[src/rtl/addsub_accumulator.sv]
// Accumulator stage over an N-bit ripple-carry adder/subtractor: one operand per
// two-cycle IDLE/EXEC handshake, with registered result, carry, overflow and op count.
module addsub_accumulator #(
    parameter int N  = 4,
    parameter int CW = 8
) (
    input  logic          clk,
    input  logic          rst,
    input  logic          clr,
    input  logic          in_valid,
    output logic          in_ready,
    input  logic [N-1:0]  b,
    input  logic          ctrl,
    output logic [N-1:0]  acc,
    output logic          cout,
    output logic          ovf,
    output logic          out_valid,
    output logic [CW-1:0] op_count
);

    typedef enum logic {
        S_IDLE = 1'b0,
        S_EXEC = 1'b1
    } state_t;

    state_t        r_state;
    logic [N-1:0]  r_b;
    logic          r_ctrl;
    logic [N-1:0]  r_acc;
    logic          r_cout;
    logic          r_ovf;
    logic          r_out_valid;
    logic [CW-1:0] r_op_count;

    logic [N-1:0]  w_bx;
    logic [N-1:0]  w_sum;
    logic [N:0]    w_carry;

    function automatic logic [CW-1:0] sat_inc(input logic [CW-1:0] v);
        return (&v) ? v : v + {{(CW-1){1'b0}}, 1'b1};
    endfunction

    // Subtraction reuses the adder: invert the operand and inject ctrl as carry-in.
    always_comb begin
        w_bx       = r_b ^ {N{r_ctrl}};
        w_sum      = '0;
        w_carry    = '0;
        w_carry[0] = r_ctrl;
        for (int i = 0; i < N; i++) begin
            w_sum[i]       = r_acc[i] ^ w_bx[i] ^ w_carry[i];
            w_carry[i + 1] = (r_acc[i] & w_bx[i]) | (w_carry[i] & (r_acc[i] ^ w_bx[i]));
        end
    end

    always_ff @(posedge clk) begin
        if (rst || clr) begin
            r_state     <= S_IDLE;
            r_acc       <= '0;
            r_cout      <= 1'b0;
            r_ovf       <= 1'b0;
            r_out_valid <= 1'b0;
            r_op_count  <= '0;
        end else begin
            r_out_valid <= 1'b0;
            case (r_state)
                S_IDLE: begin
                    if (in_valid) begin
                        r_b     <= b;
                        r_ctrl  <= ctrl;
                        r_state <= S_EXEC;
                    end
                end
                S_EXEC: begin
                    r_acc       <= w_sum;
                    r_cout      <= w_carry[N];
                    r_ovf       <= w_carry[N] ^ w_carry[N-1];
                    r_out_valid <= 1'b1;
                    r_op_count  <= sat_inc(r_op_count);
                    r_state     <= S_IDLE;
                end
                default: r_state <= S_IDLE;
            endcase
        end
    end

    assign in_ready  = (r_state == S_IDLE);
    assign acc       = r_acc;
    assign cout      = r_cout;
    assign ovf       = r_ovf;
    assign out_valid = r_out_valid;
    assign op_count  = r_op_count;

endmodule

[config.mk]
export PLATFORM = sky130hd
export DESIGN_NAME = addsub_accumulator
export DESIGN_NICKNAME = d
export VERILOG_FILES = /design/src/rtl/addsub_accumulator.sv
export SDC_FILE = /design/constraint.sdc
export NUM_CORES = 1
export LEC_CHECK = 0
export ABC_AREA = 1
export BUFFER_PORTS_ARGS = -buffer_cell sky130_fd_sc_hd__buf_4
export CORE_MARGIN = 2
export CORE_UTILIZATION = 42
export CTS_CLUSTER_SIZE = 24
export DETAILED_ROUTE_END_ITERATION = 8
export PLACE_DENSITY_LB_ADDON = 0.2
export SLEW_MARGIN = 20
export SYNTH_ARGS = -nofsm -noshare
export SYNTH_HDL_FRONTEND = slang
export SYNTH_SLANG_ARGS = --single-unit
[constraint.sdc]
create_clock -name clk -period 2 [get_ports clk]
set_clock_uncertainty 0.15 [all_clocks]
set_input_delay 0.2 -clock clk [delete_from_list [all_inputs] [get_ports clk]]
set_output_delay 0.2 -clock clk [all_outputs]
set_load 0.02 [all_outputs]
Word level (Yosys, flattened, before mapping)
Index checks and enable logic that the tools add are counted.
Cells by class
  reductions and logical operators: 4
  mux-type cells: 3
  bitwise operators: 25
  $add $sub $neg: 1
Operator list (number)
  1-bit XOR: 9
  8-bit by 1-bit adder with 8-bit output, second input constant: 1
  1-bit AND: 8
  8-bit AND reduction: 1
  1-bit OR: 4
  4-bit XOR: 1
  1-bit inverter: 3
  3-bit AND reduction: 1
  1-bit 2-to-1 mux: 2
  1-bit one-hot mux with 2 select lines: 1
  2-bit AND reduction: 1
  1-bit logical OR: 1
Word-level totals
  word-level logic and storage cells: 41
  output and inout bits: 16
  bits in registers: 21

Longest topological paths before layout
Gate-level depths: netlist of the first run.
  word-level depth: 11
  depth in mapped cells: 10

Worst setup path before layout of the first run
Ideal clock, no wire load.
  path type: register -> register
  from: reg r_ctrl
  to: reg r_ovf, in the netlist ovf
  stages on the path, launching flop included: 9
  path buffers: 0
  path slack: -0.194 ns
  arrival time: 1.969 ns
  path through: edfxtp_1 xor2_1 fa_1 inv_1 fa_1 inv_1 fa_1 xor2_1 o21ai_0
Between the ends
  cells in the longest elaborated chain, start to end: 11
Ends and longest elaborated chain
  from (decl): line 28  | logic r_ctrl;
  from (signal assigned): line 69  | r_ctrl <= ctrl;
  4-bit XOR: line 45  | w_bx = r_b ^ {N{r_ctrl}};
  1-bit XOR: line 51  | w_carry[i + 1] = (r_acc[i] & w_bx[i]) | (w_carry[i] & (r_acc[i] ^ w_bx[i]));
  1-bit AND: line 51
  1-bit OR: line 51
  1-bit AND: line 51
  1-bit OR: line 51
  1-bit AND: line 51
  1-bit OR: line 51
  1-bit AND: line 51
  1-bit OR (*): line 51
  net w_carry[4]: line 37  | logic [N:0] w_carry;
  1-bit XOR (*): line 76  | r_ovf <= w_carry[N] ^ w_carry[N-1];
  to (signal assigned): line 76
  to (decl): line 31  | logic r_ovf;
The timed path passes the listed nets; every way through them passes the cells marked *.
A chain may end at the register's enable or synchronous reset.

Final worst setup path of the first run
  from: reg r_ctrl
  to: reg r_acc[3], in the netlist acc[3]
Between the ends
  cells in the longest elaborated chain, start to end: 9
Ends and longest elaborated chain
  4-bit XOR: line 45
  1-bit XOR: line 51
  1-bit AND: line 51
  1-bit OR: line 51
  1-bit AND: line 51
  1-bit OR: line 51
  1-bit AND: line 51
  1-bit OR: line 51
  1-bit XOR (*): line 50  | w_sum[i] = r_acc[i] ^ w_bx[i] ^ w_carry[i];
  net w_sum[3]: line 36  | logic [N-1:0] w_sum;
  to (signal assigned): line 74  | r_acc <= w_sum;
  to (decl): line 29  | logic [N-1:0] r_acc;
Marked as above.

==> results of run 1 <==
==> routing by layer <==
layer  vias to the layer above  global-route usage  part of all wire
met1                       409               0.187              0.40
met5                         -                   0                 0
met2                        13               0.342              0.56
met4                         0              0.0556            0.0061
met3                         2              0.0371             0.032
li1                        458                   -                 -
==> power groups by stage <==
stage	clock network [mW]	registers [mW]	logic, mW
2_1_floorplan	0	0.456	0.0308
3_3_place_gp	0	0.453	0.0585
3_5_place_dp	0	0.453	0.0598
4_1_cts	0.210	0.444	0.0702
5_1_grt	0.232	0.445	0.0794
6_report	0.201	0.444	0.0717
==> registers in the layout, summed over array words and instances, names as in the netlist <==
register	flops
acc	4
r_b	4
r_state	1
op_count	8
ovf	1
r_ctrl	1
out_valid	1
cout	1
==> stage by stage <==
| stage | setup slack, ns | total power [mW] | hold slack, ns | utilization | cell area [um2] |
|---|---|---|---|---|---|
| after floorplan | -0.115 | 0.487 | 0.149 | - | 1000 |
| after global placement | -0.0994 | 0.512 | 0.229 | 0.554 | 1220 |
| after detailed placement | -0.172 | 0.513 | 0.230 | 0.554 | 1220 |
| after CTS | -0.189 | 0.725 | 0.0135 | 0.596 | 1320 |
| after global routing | -0.248 | 0.757 | 0.00505 | 0.599 | 1330 |
| final | -0.160 | 0.717 | 0.0222 | 0.599 | 1330 |
==> final cells by class <==
cell class / instances / share of cell area
clock buffer: 4 / 0.0198
multi-input combinational: 81 / 0.343
sequential: 21 / 0.356
inverter: 16 / 0.0453
timing repair buffer: 35 / 0.210
tap: 28 / 0.0264
==> timing repair <==
item | 4_1_cts | 5_1_grt
pin swaps | 2 | 2
gates cloned | 0 | 0
hold buffers | 6 | 0
endpoints found under the setup margin | 3 | 3
gates resized for setup | 2 | 2
endpoints found under the hold margin | 6 | 0
buffers inserted | 1 | 0
==> synth_stat cells, drive strengths merged <==
library cell / instances
xnor2: 1
edfxtp: 5
ha: 1
fa: 3
nand2: 31
xor2: 3
nand3b: 1
a21oi: 7
o21ai: 2
o22ai: 1
nand3: 7
inv: 16
a31oi: 1
dfxtp: 16
nor3: 3
nand4: 5
nor2: 15
buf: 3
==> worst max path at each step <==
stage,from,end,cells past startpoint
after floorplan,r_ctrl,acc[3],8
after global placement,r_ctrl,acc[3],8
after detailed placement,r_b[0],acc[3],10
after CTS,r_ctrl,acc[3],8
after global routing,r_ctrl,acc[3],9
final,r_ctrl,acc[3],9
==> cell families (layout without fill, tap and decap cells) <==
kind of cell | Yosys count | in the layout | synth area share
xor gates and xnor gates | 4 | 4 | 0.0354
and+or+nand+nor | 62 | 62 | 0.274
buffers and inverters | 19 | 55 | 0.0846
DFF | 21 | 21 | 0.475
AOI/OAI and AO/OA | 11 | 11 | 0.0581
adders and majority gates | 4 | 4 | 0.0732
==> worst max-delay path, stage by stage, from the launching register on <==
cell	delay (ns)
edfxtp_1	0.44
nand2_1	0.10
o21ai_2	0.06
fa_2	0.36
inv_2	0.06
fa_2	0.20
inv_2	0.04
fa_2	0.52
nand2_2	0.05
a21oi_2	0.11
==> metrics.md, run 1 <==
| Metric | Value |
|---|---|
| Worst hold path cell count | 4 |
| Mapped Cells | approximately 120 |
| Period utilization | 1.08 |
| Final min period | roughly 2.2 ns |
| Mapped Nets | 134 |
| Seq pwr share | 0.619 |
| Post-Syn Area | between 900 and 1000 um2 |
| Max Clk Rate | approximately 460 MHz |
| Area share of the largest cell type after synthesis | 0.323 |
| RSZ-0062 raised after global routing | true |
| Clock slew at reported path FFs | between 0.1 and 0.15 ns |
| Pint | 0.554 mW |
| Chip Width | between 50 and 60 um |
| Req. time, crit path | roughly 2.1 ns |
| Die area | 2760 um2 |
| Outcome | complete, but fails checks |
| # setup viols final | 3 |
| GRT Residual Overflow | 0 |
| Worst min-delay path endpoint | op_count[6] |
| Area contributors post-synth | dfxtp_1 32%, edfxtp_1 15%, nand2_1 12% |
| Site Rows | 17 |
| Largest net degree at the start of global routing | 18 |
| Worst R2R Setup Slack | -0.16 ns |
| GP Congestion | 0.780 |
| CTS buffer count | 3 |
| Initial antenna violation count | 0 |
| Initial Utilization | 0.448 |
| Clock buffer depth | 2 |
| Mapped Avg Cell Area | between 8 and 9 um2 |
| Detailed Route WL | ~2 mm |
| Area leader, netlist | dfxtp_1 |
| Reg2reg end | acc[3] |
| Detailed-route via count | slightly below 900 |
| Hold path start | rst |
| Commonest cells after routing, fill and taps aside | 30 x nand2_1, 29 x buf_4, 15 x dfxtp_1 |
| I/O pin cnt | 25 |
| Vias/cell | around 4.8 |
| CTS tree | built |
| Worst-Skew Late Latency | slightly below 0.3 ns |
| H-tree Lvls | 1 |
| Synth warnings | 0 |
| Pwr dens | 541 nW/um2 |
| Drt pass-1 iters | 3 |
| Failing checks | setup timing |
| ANT nets after route | 0 |
| Reg-to-reg critical path startpoint | r_ctrl |
| Area grow syn2layout | 33.7% |
| First-pass GRT wire length | 3.60 mm |
| Crit end category | register |
| Setup TNS | -0.253 ns |
| Share of cells above drive strength 1 | 0.280 |
| Psw | 0.163 mW |
| Relative slew margins | 0.744 |
| Worst min path class | input port to register |
| Final setup margin | -0.160 ns |
| Ant diodes | 0 |
| Post-DP HPWL | about 1.4 mm |
| Critical Path Fanout Max | 3 |
| Register area share after synthesis | 0.475 |
| Setup CP Type | register to register |
| Inst Count DP | ~170 |
| Worst-Margin Slew | approximately 0.38 ns |
| Detail-routed net length per standard cell | ~11 um |
| IO buf count | 24 |
| Drc violations | 0 |
| Netlist cell types | 22 |
| 1st-iter DRT viols | 11 |
| Hold Vio Cnt, Final | 0 |
| Sequential cell area | 472 um2 |
| CTS Root Cell | clkbuf_4 |
| Combinational power share | 0.100 |
| Die Span Y | 52.6 um |
| Vias in the first global route | between 900 and 1000 |
| Core area | 2210 um2 |
| Fillers | about 200 |
| Arr. time, crit path | around 2.3 ns |
| Clock share of power | 0.281 |
| Multi-input gate area | 454 um2 |
| Startpoint class of the critical path | register |
| Sw Share | 0.227 |
| # nets final | between 150 and 200 |
| Reg2Reg Depth | 9 |
| Number of synthesized register bits | 21 |
| Slew Viols, Final | 0 |
| Total GRT Usage | 0.177 |
| Max-cap check violation count | 0 |
| Layout Cells excl Fill | 185 |
| Worst vdd ir | ~0.36 mV |
| CTS sink count | 21 |
| Cell leakage power | ~0.55 nW |
| Most common cell after layout, fill and taps aside | nand2_1 |
(Power assumes the default switching activity.)
==> run 2: changes to the inputs <==
- PLACE_DENSITY: unset -> 0.74
- PLACE_DENSITY_LB_ADDON: 0.2 -> unset
- clock period: 2 -> 2.7 ns (I/O delays scaled with it)
==> metrics.md, run 2 (synthesis gave the netlist of run 1 again) <==
| Metric | Value |
|---|---|
| Drt pass-1 iters | 4 (+1) |
| Setup CP Type | register to register |
| Pwr dens | 416 nW/um2 (-23%) |
| Post-cts resize count | 0 (-2) |
| Period utilization | 0.859 (-0.221) |
| Drc violations | 0 (unchanged) |
| GP Congestion | 0.777 (-0.31%) |
| Max-cap check violation count | 0 (unchanged) |
| Detail-routed net length per standard cell | 10.4 um (-3.3%) |
| Area after DPL | 1180 um2 (-3.5%) |
| Worst min path class | input port to register |
| Req. time, crit path | 2.79 ns (+0.70 ns) |
| Hold Vio Cnt, Final | 0 (unchanged) |
| Largest register FFs | 8 (unchanged) |
| CTS sink count | 21 (unchanged) |
| Site Rows | 17 (unchanged) |
| CTS buffer count | 3 (unchanged) |
| Total power | 0.524 mW (-27%) |
| Commonest cells after routing, fill and taps aside | 31 x nand2_1, 24 x buf_4, 16 x inv_1, 16 x dfxtp_1, 13 x nor2_1 |
| IO buf count | 24 (unchanged) |
| Post-DP HPWL | 1.33 mm (-7.1%) |
| Critical Path Fanout Max | 4 (+1) |
| Final min period | 2.32 ns (+0.160 ns) |
| Detailed Route WL | 1.86 mm (-6.5%) |
| Postcts setup bufs | 0 (-1) |
| First-pass GRT wire length | 3.25 mm (-9.8%) |
| Worst-Skew Late Latency | 0.30 ns (about the same) |
| Share of cells above drive strength 1 | 0.199 (-0.0816) |
| Vias/cell | 4.75 (-0.28%) |
| Clock slew at reported path FFs | 0.12 ns (about the same) |
| Initial antenna violation count | 0 (unchanged) |
| # setup viols final | 0 (-3) |
| Fillers | 218 (+9.5%) |
| Detailed-route via count | 851 (-3.5%) |
| Clock buffer depth | 2 (unchanged) |
| Worst vdd ir | 0.305 mV (-16%) |
| Outcome | finished, final reports clean |
| Ant diodes | 0 (unchanged) |
| Chip Width | 52.6 um (unchanged) |
| Core area | 2210 um2 (unchanged) |
| Largest net degree at the start of global routing | 19 (+1) |
| 1st-iter DRT viols | 13 (+2) |
| Worst R2R Setup Slack | 0.38 ns (+0.54 ns) |
| Die Span Y | 52.6 um (unchanged) |
| # nets final | 165 (-3.5%) |
| Setup TNS | 0 ns (+0.253 ns) |
| Inst Count DP | 170 (-2.3%) |
| Slew Viols, Final | 0 (unchanged) |
| Cell area after layout | 1260 um2 (-4.9%) |
| Die area | 2760 um2 (unchanged) |
| Initial Utilization | 0.448 (unchanged) |
| Worst-Margin Slew | 0.622 ns (+0.239 ns) |
| Cell leakage power | 0.526 nW (-3.7%) |
| Total GRT Usage | 0.160 (-0.0164) |
| Relative slew margins | 0.585 (-0.159) |
| I/O pin cnt | 25 (unchanged) |
| Area grow syn2layout | 27.1% |
| Vias in the first global route | 794 (-13%) |
| Layout Cells excl Fill | 179 (-3.2%) |
| Most common cell after layout, fill and taps aside | nand2_1 |
| Arr. time, crit path | 2.41 ns (+0.16 ns) |
| GRT Residual Overflow | 0 (unchanged) |
| CTS tree | built |
| CTS Root Cell | clkbuf_4 |
| ANT nets after route | 0 (unchanged) |
| RSZ-0062 raised after global routing | false |
| Max Clk Rate | 431 MHz (-6.9%) |
| H-tree Lvls | 1 (unchanged) |
| Crit end category | register |
| Startpoint class of the critical path | register |
==> run 2: routing by layer <==
layer	GRT usage	share of wire	up-vias
li1	-	-	446
met3	0.0629	0.057	2
met4	0.0385	0.0075	0
met1	0.181	0.44	377
met5	0	0	-
met2	0.281	0.49	26
==> run 2: worst max-delay path, cell delays in order (launching register included) <==
cell	delay (ns)
edfxtp_1	0.48
xor2_1	0.21
fa_1	0.39
inv_1	0.07
fa_1	0.20
inv_1	0.06
fa_1	0.39
xor2_1	0.17
o21ai_0	0.13
==> run 2: area by class of cell <==
class                           instances  area [um2]  area share
Tap cell                               28        35.0      0.0278
Multi-Input combinational cell         81         437       0.347
Clock buffer                            3        22.5      0.0179
Sequential cell                        21         470       0.373
Clock inverter                          1        5.00     0.00397
Timing Repair Buffer                   29         230       0.183
Inverter                               16        60.1      0.0477
==> run 2: final timing paths <==
check / to / from / cells after the start
setup / recovery: ovf / r_ctrl / 8
hold / removal: r_state / in_valid / 3
setup reg to reg: ovf / r_ctrl / 8
hold reg to reg: cout / cout / 2
==> run 2: timing repair <==
action / CTS / global route
hold endpoints to repair: 5 / 0
setup endpoints to repair: 0 / 0
hold buffers: 5 / 0
==> run 2: power by group <==
| part | switching (mW) | leakage [nW] | total [mW] | internal (mW) |
|---|---|---|---|---|
| combinational | 0.0207 | 0.333 | 0.0428 | 0.0221 |
| sequential | 0.00571 | 0.175 | 0.332 | 0.326 |
| clock | 0.0943 | 0.0177 | 0.150 | 0.0553 |
| total | 0.121 | 0.526 | 0.524 | 0.404 |
==> run 2: stage by stage <==
stage | hold WS [ns] | setup WS [ns] | util
final | 0.0356 | 0.380 | 0.570
after global routing | 0.0411 | 0.242 | 0.570
after CTS | 0.0262 | 0.376 | 0.570
after global placement | 0.298 | 0.470 | 0.535
after detailed placement | 0.299 | 0.376 | 0.535
after floorplan | 0.219 | 0.506 | -
==> run 3: changes to the inputs <==
- SETUP_SLACK_MARGIN: unset -> 0.4
==> metrics.md, run 3 (synthesis gave the netlist of run 1 again) <==
| Metric | Value |
|---|---|
| Relative slew margins | 0.590 (+0.00490) |
| Detailed-route via count | 862 (+1.3%) |
| Most frequent CP cell | fa_2 |
| Slowest cell delay on critical path | 0.46 ns (-0.02 ns) |
| ANT nets after route | 0 (unchanged) |
| Outcome | finished, final reports clean |
| Post-DP HPWL | 1.33 mm (unchanged) |
| Largest register FFs | 8 (unchanged) |
| Sw Share | 0.231 (+0.00115) |
| GP Congestion | 0.777 (unchanged) |
| Global-route met3 utilization | 0.0629 (unchanged) |
| # nets final | 166 (+0.61%) |
| Combinational power share | 0.086 (+0.004) |
| Drc violations | 0 (unchanged) |
| Psw | 0.122 mW (+0.98%) |
| GR peak layer | met2 |
| Die area | 2760 um2 (unchanged) |
| Worst-Margin Slew | 0.615 ns (-0.00734 ns) |
| RSZ-0062 raised after global routing | true |
| Clock share of power | 0.284 (about the same) |
| Detailed Route WL | 1.90 mm (+2.3%) |
| Worst-Skew Late Latency | 0.30 ns (about the same) |
| Site Rows | 17 (unchanged) |
| Pwr dens | 409 nW/um2 (-1.7%) |
| CTS Root Cell | clkbuf_4 |
| Max Clk Rate | 453 MHz (+5.2%) |
| I/O pin cnt | 25 (unchanged) |
| Req. time, crit path | 2.80 ns (about the same) |
| Core area | 2210 um2 (unchanged) |
| Fillers | 212 (-2.8%) |
| CTS tree | built |
| Hold Vio Cnt, Final | 0 (unchanged) |
| Initial antenna violation count | 0 (unchanged) |
| Die Span Y | 52.6 um (unchanged) |
| Initial Utilization | 0.448 (unchanged) |
| Final min period | 2.21 ns (-0.114 ns) |
| Setup TNS | 0 ns (unchanged) |
| GR Util met1 | 0.183 (+0.00181) |
| Chip Width | 52.6 um (unchanged) |
| Startpoint class of the critical path | register |
| Commonest cells after routing, fill and taps aside | 31 x nand2_1, 25 x buf_4, 16 x dfxtp_1 |
| Critical Path Fanout Max | 3 (-1) |
| 1st-iter DRT viols | 11 (-2) |
| Total GRT Usage | 0.162 (+0.00181) |
| Vias/cell | 4.79 (+0.73%) |
| Slew Viols, Final | 0 (unchanged) |
| Area grow syn2layout | 29.9% |
| Final setup margin | 0.494 ns (+0.114 ns) |
| Worst slack at placement | 0.376 ns (unchanged) |
| Arr. time, crit path | 2.30 ns (-0.11 ns) |
| CTS sink count | 21 (unchanged) |
| Cell leakage power | 0.531 nW (+0.87%) |
| H-tree Lvls | 1 (unchanged) |
| Crit path cell chain | nand2_1 -> o21ai_2 -> fa_2 -> inv_2 -> fa_2 -> inv_1 -> fa_1 -> xor2_1 -> o21ai_1 |
| Worst vdd ir | 0.310 mV (+1.4%) |
| Total power | 0.527 mW (+0.48%) |
| M2 GR Usage | 0.285 (+0.00417) |
| Detail-routed net length per standard cell | 10.5 um (+1.7%) |
| Post-Route Utilization | 0.582 (+0.0124) |
| Share of cells above drive strength 1 | 0.250 (+0.0513) |
| Max-cap check violation count | 0 (unchanged) |
| Crit end category | register |
| Top delay family on crit path | adder cells |
| Clock buffer depth | 2 (unchanged) |
| Vias in the first global route | 805 (+1.4%) |
| IO buf count | 24 (unchanged) |
| Clock slew at reported path FFs | 0.12 ns (about the same) |
| Slowest cell on the critical path | edfxtp_1 |
| Drt pass-1 iters | 5 (+1) |
| Worst min path class | input port to register |
| Sequential cell area | 470 um2 (unchanged) |
| GRT Residual Overflow | 0 (unchanged) |
| Pint | 0.405 mW (+0.33%) |
| First-pass GRT wire length | 3.30 mm (+1.5%) |
| Most common cell after layout, fill and taps aside | nand2_1 |
| Period utilization | 0.817 (-0.0422) |
| Seq pwr share | 0.630 (-0.003) |
| Multi-input gate area | 457 um2 (+4.6%) |
| Largest net degree at the start of global routing | 19 (unchanged) |
| # setup viols final | 0 (unchanged) |
| Ant diodes | 0 (unchanged) |
| Setup CP Type | register to register |
| CP bufs+invs | 2 (unchanged) |
| CTS buffer count | 3 (unchanged) |
-- run 3: worst min-delay path: cells and delay by family --
kind	cells	cell delay, ns
buf+inv	2	0.11
simple gates	1	0.08
-- run 3: path summary, 6_finish.rpt --
check,slack (ns),endpoint,startpoint,cells after the start
max,0.49,ovf,r_ctrl,9
min,0.04,r_state,in_valid,3
max reg2reg,0.49,ovf,r_ctrl,9
min reg2reg,0.32,cout,cout,2
-- run 3: what timing repair did --
item,CTS,global route
hold endpoints to repair,5,0
setup endpoints to repair,2,2
resized for setup,0,9
setup buffers,1,0
cloned,0,0
pin swaps,0,5
hold buffers,5,0
-- run 3: per-stage QoR --
stage	cells	hold WS, ns	instance area, um2
6_report	180	0.0361	1290
5_1_grt	180	0.0411	1290
4_1_cts	180	0.0262	1270
3_5_place_dp	170	0.299	1180
3_3_place_gp	170	0.298	1180
2_1_floorplan	121	0.219	991
-- run 3: layer usage --
layer	routed length [um]	vias to the layer above
met3	144	2
li1	-	447
met1	795	378
met4	14	0
met5	0	-
met2	942	35
-- run 3: power by group through the flow --
stage | sequential, mW | combinational, mW | clock [mW]
2_1_floorplan | 0.338 | 0.0215 | 0
3_3_place_gp | 0.339 | 0.0363 | 0
3_5_place_dp | 0.339 | 0.0375 | 0
4_1_cts | 0.332 | 0.0440 | 0.160
5_1_grt | 0.333 | 0.0506 | 0.174
6_report | 0.332 | 0.0453 | 0.149
-- run 3: cell type report --
cell class / count / share of cell area
clock buffer: 3 / 0.0175
clock inverter: 1 / 0.00389
inverter: 16 / 0.0466
multi-input combinational: 81 / 0.355
sequential: 21 / 0.365
tap: 28 / 0.0272
timing repair buffer: 30 / 0.185
